<file path="src/rtl/ray_dispatcher.sv">
// Frame-level ray source: flushes the ray units, walks a width x height frame in raster
// order issuing one camera ray per pixel, then waits for the units to drain.
module ray_dispatcher #(
    parameter int POSITION_WIDTH = 16,
    parameter int ADDRESS_WIDTH  = 32,
    parameter int X_BITS         = 10,
    parameter int Y_BITS         = 10
) (
    input  logic                                clock_i,
    input  logic                                reset_i,
    input  logic                                frameStart_i,
    input  logic [X_BITS-1:0]                   width_i,
    input  logic [Y_BITS-1:0]                   height_i,
    input  logic [2:0][POSITION_WIDTH-1:0]      cameraQ_i,
    input  logic [2:0][POSITION_WIDTH-1:0]      cornerV_i,
    input  logic [2:0][POSITION_WIDTH-1:0]      stepX_i,
    input  logic [2:0][POSITION_WIDTH-1:0]      stepY_i,
    input  logic [ADDRESS_WIDTH-1:0]            frameBase_i,
    input  logic                                unitReady_i,
    input  logic                                unitBusy_i,
    output logic                                flush_o,
    output logic                                start_o,
    output logic [2:0][POSITION_WIDTH-1:0]      rayQ_o,
    output logic [2:0][POSITION_WIDTH-1:0]      rayV_o,
    output logic [ADDRESS_WIDTH-1:0]            pixelAddress_o,
    output logic                                frameBusy_o,
    output logic                                frameDone_o
);

    typedef logic [2:0][POSITION_WIDTH-1:0] vec_t;
    typedef enum logic [2:0] {S_IDLE, S_FLUSH, S_ISSUE, S_DRAIN, S_DONE} state_t;

    state_t                state_q, state_d;
    logic [X_BITS-1:0]     width_q, x_q;
    logic [Y_BITS-1:0]     height_q, y_q;
    vec_t                  rayq_q, rayv_q, rowv_q, stepx_q, stepy_q;
    logic [ADDRESS_WIDTH-1:0] addr_q;
    logic                  drain_q;
    logic                  fire, last_col, last_row, empty_frame;

    function automatic vec_t vadd(input vec_t a, input vec_t b);
        vec_t r;
        for (int i = 0; i < 3; i++) r[i] = a[i] + b[i];
        return r;
    endfunction

    assign fire        = (state_q == S_ISSUE) && unitReady_i;
    assign last_col    = (x_q == width_q - X_BITS'(1));
    assign last_row    = (y_q == height_q - Y_BITS'(1));
    assign empty_frame = (width_q == '0) || (height_q == '0);

    always_ff @(posedge clock_i) begin
        if (reset_i) state_q <= S_IDLE;
        else         state_q <= state_d;
    end

    always_comb begin
        state_d = state_q;
        case (state_q)
            S_IDLE:  if (frameStart_i) state_d = S_FLUSH;
            S_FLUSH: state_d = empty_frame ? S_DRAIN : S_ISSUE;
            S_ISSUE: if (fire && last_col && last_row) state_d = S_DRAIN;
            S_DRAIN: if (!drain_q && !unitBusy_i) state_d = S_DONE;
            S_DONE:  state_d = S_IDLE;
            default: state_d = S_IDLE;
        endcase
    end

    // Strobes are masked by reset so an abort never leaks a start in the reset cycle.
    always_comb begin
        flush_o     = 1'b0;
        start_o     = 1'b0;
        frameDone_o = 1'b0;
        frameBusy_o = (state_q != S_IDLE);
        if (!reset_i) begin
            flush_o     = (state_q == S_FLUSH);
            start_o     = fire;
            frameDone_o = (state_q == S_DONE);
        end
    end

    always_ff @(posedge clock_i) begin
        if (reset_i) begin
            width_q  <= '0;
            height_q <= '0;
            x_q      <= '0;
            y_q      <= '0;
            rayq_q   <= '0;
            rayv_q   <= '0;
            rowv_q   <= '0;
            stepx_q  <= '0;
            stepy_q  <= '0;
            addr_q   <= '0;
            drain_q  <= 1'b1;
        end else begin
            // Down-count of the minimum drain dwell; reloaded whenever outside DRAIN.
            drain_q <= (state_q != S_DRAIN);
            case (state_q)
                S_IDLE: begin
                    if (frameStart_i) begin
                        width_q  <= width_i;
                        height_q <= height_i;
                        rayq_q   <= cameraQ_i;
                        stepx_q  <= stepX_i;
                        stepy_q  <= stepY_i;
                        rowv_q   <= cornerV_i;
                        rayv_q   <= cornerV_i;
                        addr_q   <= frameBase_i;
                        x_q      <= '0;
                        y_q      <= '0;
                    end
                end
                S_ISSUE: begin
                    if (fire) begin
                        if (!last_col) begin
                            x_q    <= x_q + X_BITS'(1);
                            rayv_q <= vadd(rayv_q, stepx_q);
                            addr_q <= addr_q + ADDRESS_WIDTH'(1);
                        end else if (!last_row) begin
                            x_q    <= '0;
                            y_q    <= y_q + Y_BITS'(1);
                            rowv_q <= vadd(rowv_q, stepy_q);
                            rayv_q <= vadd(rowv_q, stepy_q);
                            addr_q <= addr_q + ADDRESS_WIDTH'(1);
                        end
                    end
                end
                default: ;
            endcase
        end
    end

    assign rayQ_o         = rayq_q;
    assign rayV_o         = rayv_q;
    assign pixelAddress_o = addr_q;

endmodule

</file>
<file path="config.mk">
export PLATFORM = sky130hd
export DESIGN_NAME = ray_dispatcher
export DESIGN_NICKNAME = d
export VERILOG_FILES = /design/src/rtl/ray_dispatcher.sv
export SDC_FILE = /design/constraint.sdc
export NUM_CORES = 1
export LEC_CHECK = 0
export BUFFER_PORTS_ARGS = -buffer_cell sky130_fd_sc_hd__buf_2
export CAP_MARGIN = 20
export CORE_AREA = 10 10 200 202
export CTS_CLUSTER_SIZE = 25
export DETAILED_ROUTE_END_ITERATION = 16
export DIE_AREA = 0 0 210 212
export HOLD_SLACK_MARGIN = 0.06
export PLACE_DENSITY = 0.77
export SYNTH_ARGS = -nofsm -noshare
export SYNTH_HDL_FRONTEND = slang
export SYNTH_SLANG_ARGS = --single-unit
</file>
<file path="constraint.sdc">
create_clock -name clock_i -period 4.3 [get_ports clock_i]
set_clock_uncertainty 0.1 [all_clocks]
set_input_delay 0.86 -clock clock_i [delete_from_list [all_inputs] [get_ports clock_i]]
set_output_delay 0.86 -clock clock_i [all_outputs]
set_load 0.02 [all_outputs]
</file>
==> flow_summary.json, run 1 <==
{
  "wl_met2_mm": 29.44,
  "r2r-start": "width_q[0]",
  "r2r-end": "rayV_o[23]",
  "hold_buffers": 0,
  "syn_avg_cell_area_um2": 7.629,
  "r2r_slack_ns": 0.47,
  "synth_edf_count": 0,
  "fin_crit_ns": 3.833,
  "final_common_cell": "nand2_1",
  "first_global_vias": 17666,
  "synth_warnings": 0,
  "synthArstFlopShare_pct": 0,
  "syn_nets": 2682,
  "vdd_drop_max_uv": 351.2,
  "grt_max_degree": 166,
  "relSlewSlack_pct": 38.16,
  "cp_num_buf_inv": 2,
  "worst-setup-path-type": "reg -> reg",
  "syn_to_final_growth_pct": 18.91,
  "drc": 0,
  "crit_slowest_cell": "nand2_1",
  "detail-route-antenna-nets": 0,
  "routed-wl-met3_mm": 3.708,
  "clk_pin_slew_ns": 0.06,
  "die_area_um2": 44520,
  "start_util_pct": 49.28,
  "wirelength_mm": 60.35,
  "crit_chain": "inv_1 -> ha_1 -> or3b_4 -> nor4_1 -> and4b_4 -> a2111oi_4 -> nand2_2 -> nand2_1 -> buf_4 -> nor2_1 -> a221oi_1 -> a211oi_1",
  "tritoncts": "done",
  "clock_path_buffers": 3,
  "fp.dieW_um": 210,
  "synth_area_leaders": "dfxtp_1 36%, nand2_1 11%, a21oi_1 8.6%",
  "max_cap_viol_count": 0,
  "slowest_delay_ns": 0.57,
  "cellLeakagePower_nw": 9.061,
  "setup_viol": 0,
  "ys_seq_area_share_pct": 35.58,
  "status": "completed",
  "hpwl_mm": 44.38,
  "hold_slack_ns": 0.3502,
  "io_buffers": 380,
  "gr-usage-all-layers_pct": 25.65,
  "synth_seq_cells": 316,
  "power_density_nw_per_um2": 444.6,
  "tightest_slew_ns": 0.9276,
  "rows": 70,
  "dieHeight_um": 212,
  "crit_arrival_ns": 4.13,
  "routed_via_density": 5.861,
  "ioPinCount": 381,
  "synth_cell_types": 81,
  "required_ns": 4.60,
  "coreArea_um2": 36080,
  "hold_violations": 0,
  "hp-start": "rayQ_o[4]",
  "post-cts-setup-buffers": 0,
  "synth_flop_cell": "dfxtp_1",
  "cpLargestDelayFamily": "simple AND/OR/NAND/NOR gates",
  "synthDominantCellAreaShare_pct": 35.58,
  "register_area_um2": 6326,
  "cts_root_buf": "clkbuf_16",
  "wire_per_inst_um": 19.31,
  "setup_tns_ns": 0,
  "vias": 18322,
  "max_freq_mhz": 260.9,
  "fillCellCount": 3378,
  "netlist_area_um2": 17780,
  "drt_iter0_drc": 1688,
  "wl_met1_mm": 24.60,
  "antenna_found_initial": 3,
  "grt_pass1_wl_mm": 93.38,
  "maxSlewViolCount": 0,
  "drive_above_1_share_pct": 18.57,
  "maxUsedRoutingLayer": "met4",
  "r2r_cells": 12,
  "synth_top_area_cell": "dfxtp_1",
  "holdPathEnd": "rayQ_o[4]",
  "critPathLaunchType": "register",
  "cts_buffers": 37,
  "postCtsResizedCells": 0,
  "cts_sinks": 316,
  "post-route-period-util_pct": 89.13,
  "rsz0062_at_grt": "false",
  "crit_path_end_kind": "register",
  "gp_congestion": 0.9195,
  "multi_input_area_um2": 10720,
  "synth_cells": 2331,
  "grt_overflow_total": 0,
  "dr.pass1.iters": 5,
  "fin_nets": 2980,
  "htreeDepth": 2,
  "cp_max_fo": 20,
  "mostFrequentLayoutCells": "521 x nand2_1, 379 x buf_2, 316 x dfxtp_1, 304 x a21oi_1, 169 x nor2_1",
  "hold_depth": 2,
  "min_path_type": "reg -> reg",
  "clkLatencyLatePin_ns": 0.55
}
-- power by group --
part / total, mW / switching [mW] / internal, mW
Combinational: 2.68 / 1.71 / 0.977
Sequential: 3.55 / 0.297 / 3.25
Clock: 3.17 / 1.26 / 1.91
Total: 9.40 / 3.26 / 6.14
-- layout make-up --
class / count / area share, %
Antenna cell: 3 / 0.03551
Clock buffer: 59 / 5.491
Clock inverter: 6 / 0.2959
Inverter: 37 / 0.6568
Multi-Input combinational cell: 1833 / 50.68
Sequential cell: 316 / 29.92
Tap cell: 468 / 2.769
Timing Repair Buffer: 404 / 10.15
-- cells by family (layout without fill, tap and decap cells) --
kind of cell / after synthesis / count (layout) / share of synthesized area, %
AND/OR/NAND/NOR: 934 / 934 / 23.07
AO/OA/AOI/OAI: 682 / 682 / 23.86
flip-flops: 316 / 316 / 35.58
buffers and inverters: 182 / 506 / 4.320
XOR/XNOR: 104 / 104 / 5.122
adder cells (fa/ha/maj): 102 / 102 / 7.430
multiplexers: 11 / 11 / 0.6192
other: 0 / 3 / 0
-- stage by stage --
stage               worst slack [ns]  instance area, um2  cells  power [mW]  util, %
finish                        0.4672               21140   3126       9.400    58.60
floorplan                      1.272               17780   2331       5.398        -
detailed placement            0.4999               19900   3057       6.258    55.15
global placement              0.6617               19900   3057       6.181    55.15
CTS                           0.4873               21130   3122       9.437    58.54
global route                  0.2284               21140   3125       9.880    58.59
-- worst register-to-register path, stage by stage (launching register included) --
cell	delay, ns
dfxtp_1	0.36
inv_1	0.08
ha_1	0.18
or3b_4	0.41
nor4_1	0.25
and4b_4	0.24
a2111oi_4	0.46
nand2_2	0.38
nand2_1	0.57
buf_4	0.26
nor2_1	0.06
a221oi_1	0.22
a211oi_1	0.11
-- registers in the layout, indices dropped and copies added, names as in the netlist --
name / cells
rayV_o: 48
pixelAddress_o: 32
y_q: 10
state_q: 3
width_q: 10
stepy_q: 48
stepx_q: 48
rowv_q: 48
x_q: 10
height_q: 10
rayQ_o: 48
drain_q: 1
-- synthesized netlist by cell type (21+ instances only) --
library cell,instances
dfxtp_1,316
and3_1,22
a31oi_1,21
nor2_1,169
ha_1,96
nor3_1,49
inv_1,37
nand3_1,45
a311oi_1,27
o211ai_1,31
xnor2_1,60
a21oi_1,304
a211oi_1,34
xor2_1,44
o21ai_0,118
nand2_1,522
clkbuf_1,112
-- layer usage --
layer  global-route usage (%)  vias to the layer above
li1                         -                     8842
met4                    12.18                        0
met3                    4.490                      146
met1                    30.69                     8650
met2                    43.86                      684
met5                        0                        -
-- how the worst max path moves through the flow --
stage / cells after the start / startpoint / slack (ns) / to
finish: 12 / width_q[0] / 0.47 / rayV_o[23]
global route: 12 / width_q[0] / 0.23 / rayV_o[23]
global placement: 12 / width_q[0] / 0.66 / rayV_o[23]
detailed placement: 12 / width_q[0] / 0.50 / rayV_o[23]
CTS: 12 / width_q[0] / 0.49 / rayV_o[23]
floorplan: 14 / width_q[0] / 1.27 / pixelAddress_o[27]
Note: power is estimated with default switching activity, not from simulation.
==> run 2, diff against run 1 <==
CAP_MARGIN = unset   (was 20)
clock period = 4.9 ns   (was 4.3 ns; I/O delays follow)
==> run 2 against run 1 <==
  * Routed wire length is 2.5% higher
  * Via count up 0.73%
  * First-iteration DRC count is 5.8% lower
  * Non-clock buffer count up 6
  * Critical path type unchanged
==> flow_summary.json, run 2 (synthesis gave the netlist of run 1 again) <==
{
  "r2r-end": "x_q[9]",
  "die_area_um2": 44520,
  "postCtsResizedCells": 0,
  "vdd_drop_max_uv": 365.5,
  "drt_iter0_drc": 1590,
  "worst-setup-path-type": "reg -> reg",
  "min_path_type": "reg -> reg",
  "power_frac_seq_pct": 36.4,
  "maxSlewViolCount": 0,
  "grt_pass1_wl_mm": 95.48,
  "drive_above_1_share_pct": 18.87,
  "r2r_cells": 12,
  "routed_via_density": 5.887,
  "cp_max_fo": 28,
  "r2r-start": "width_q[0]",
  "setup_tns_ns": 0,
  "p_switching_mw": 2.925,
  "tightest_slew_ns": 1.048,
  "holdPathEnd": "rayQ_o[31]",
  "r2r_slack_ns": 0.78,
  "wire_per_inst_um": 19.73,
  "crit_chain": "inv_1 -> ha_1 -> or3b_4 -> nor4_1 -> and4b_4 -> a2111oi_4 -> and2_2 -> a21oi_4 -> nor2_4 -> buf_4 -> or4_1 -> a21oi_1",
  "vias": 18455,
  "gp_congestion": 0.9256,
  "ioPinCount": 381,
  "dieHeight_um": 212,
  "htreeDepth": 2,
  "cellLeakagePower_nw": 9.150,
  "fp.dieW_um": 210,
  "crit_arrival_ns": 4.41,
  "crit_path_end_kind": "register",
  "comb_power_share_pct": 27.7,
  "hold_violations": 0,
  "post-route-period-util_pct": 84.17,
  "critPathLaunchType": "register",
  "clock_path_buffers": 3,
  "wirelength_mm": 61.84,
  "cts_root_buf": "clkbuf_16",
  "gr-usage-all-layers_pct": 26.16,
  "cp_num_buf_inv": 2,
  "cpLargestDelayFamily": "simple AND/OR/NAND/NOR gates",
  "io_buffers": 380,
  "hpwl_mm": 45.37,
  "relSlewSlack_pct": 30.13,
  "p_int_mw": 5.664,
  "clkLatencyLatePin_ns": 0.56,
  "required_ns": 5.18,
  "rows": 70,
  "setup_viol": 0,
  "drc": 0,
  "fin_cells": 3135,
  "syn_to_final_growth_pct": 19.86,
  "final_common_cell": "nand2_1",
  "fin_crit_ns": 4.124,
  "max_freq_mhz": 242.5,
  "coreArea_um2": 36080,
  "power_density_nw_per_um2": 403.0,
  "cts_sinks": 316,
  "tritoncts": "done",
  "antenna_found_initial": 2,
  "post-place-cells": 3064,
  "swShare_pct": 34.06,
  "post-cts-setup-buffers": 0,
  "first_global_vias": 17758,
  "crit_slowest_cell": "nor2_4",
  "slowest_delay_ns": 0.65,
  "mostFrequentLayoutCells": "521 x nand2_1, 379 x buf_2, 316 x dfxtp_1, 304 x a21oi_1, 169 x nor2_1",
  "detail-route-antenna-nets": 0,
  "clk_pin_slew_ns": 0.06,
  "rsz0062_at_grt": "false",
  "clkPwrFrac_pct": 36.0,
  "grt_overflow_total": 0,
  "hold_depth": 2,
  "hold_buffers": 0,
  "hp-start": "rayQ_o[31]",
  "grt_max_degree": 133,
  "status": "completed",
  "cts_buffers": 38,
  "fillCellCount": 3340,
  "fin_nets": 2987,
  "dr.pass1.iters": 5,
  "start_util_pct": 49.28,
  "max_cap_viol_count": 0
}
==> run 2: metal layers <==
layer	GRT usage, %	share of wire (%)
met1	30.99	40
met2	45.43	50
met3	4.754	6.6
met4	11.41	3.7
met5	0	0.019
==> run 2: worst max-delay path by stage <==
stage               startpoint                end  slack (ns)  cells past startpoint
floorplan              reset_i        frameDone_o        1.72                      3
global route        width_q[0]  pixelAddress_o[9]        0.55                     12
finish              width_q[0]             x_q[9]        0.78                     12
global placement    width_q[0]             x_q[9]        0.98                     12
CTS                 width_q[0]             x_q[9]        0.83                     12
detailed placement  width_q[0]             x_q[9]        0.85                     12
==> run 2: power groups by stage <==
stage,clock network (mW),logic [mW],registers [mW]
6_report,3.09,2.38,3.12
5_1_grt,3.23,2.61,3.15
4_1_cts,3.14,2.36,3.11
3_5_place_dp,0,2.35,3.17
2_1_floorplan,0,1.50,3.24
3_3_place_gp,0,2.29,3.16
==> run 2: stage by stage <==
step	area (um2)	hold WS (ns)	power [mW]	util, %	setup WS [ns]
detailed placement	19940	0.3445	5.518	55.26	0.8475
CTS	21310	0.3519	8.617	59.05	0.8320
global placement	19940	0.3383	5.451	55.26	0.9841
floorplan	17780	0.3400	4.737	-	1.722
finish	21310	0.3521	8.589	59.06	0.7758
global route	21310	0.3640	8.988	59.06	0.5488
==> run 2: area by class of cell <==
cell class / instances / area (um2) / share of cell area (%)
Tap cell: 468 / 585.6 / 2.747
Antenna cell: 2 / 5.005 / 0.02348
Sequential cell: 316 / 6326 / 29.68
Clock inverter: 12 / 210.2 / 0.9863
Clock buffer: 57 / 1156 / 5.424
Multi-Input combinational cell: 1833 / 10720 / 50.28
Inverter: 37 / 138.9 / 0.6516
Timing Repair Buffer: 410 / 2175 / 10.20
==> run 2: tightest hold or removal path, cell delays in order (launching register included) <==
cell	delay, ns
dfxtp_1	0.30
nand2_1	0.05
a21oi_1	0.05
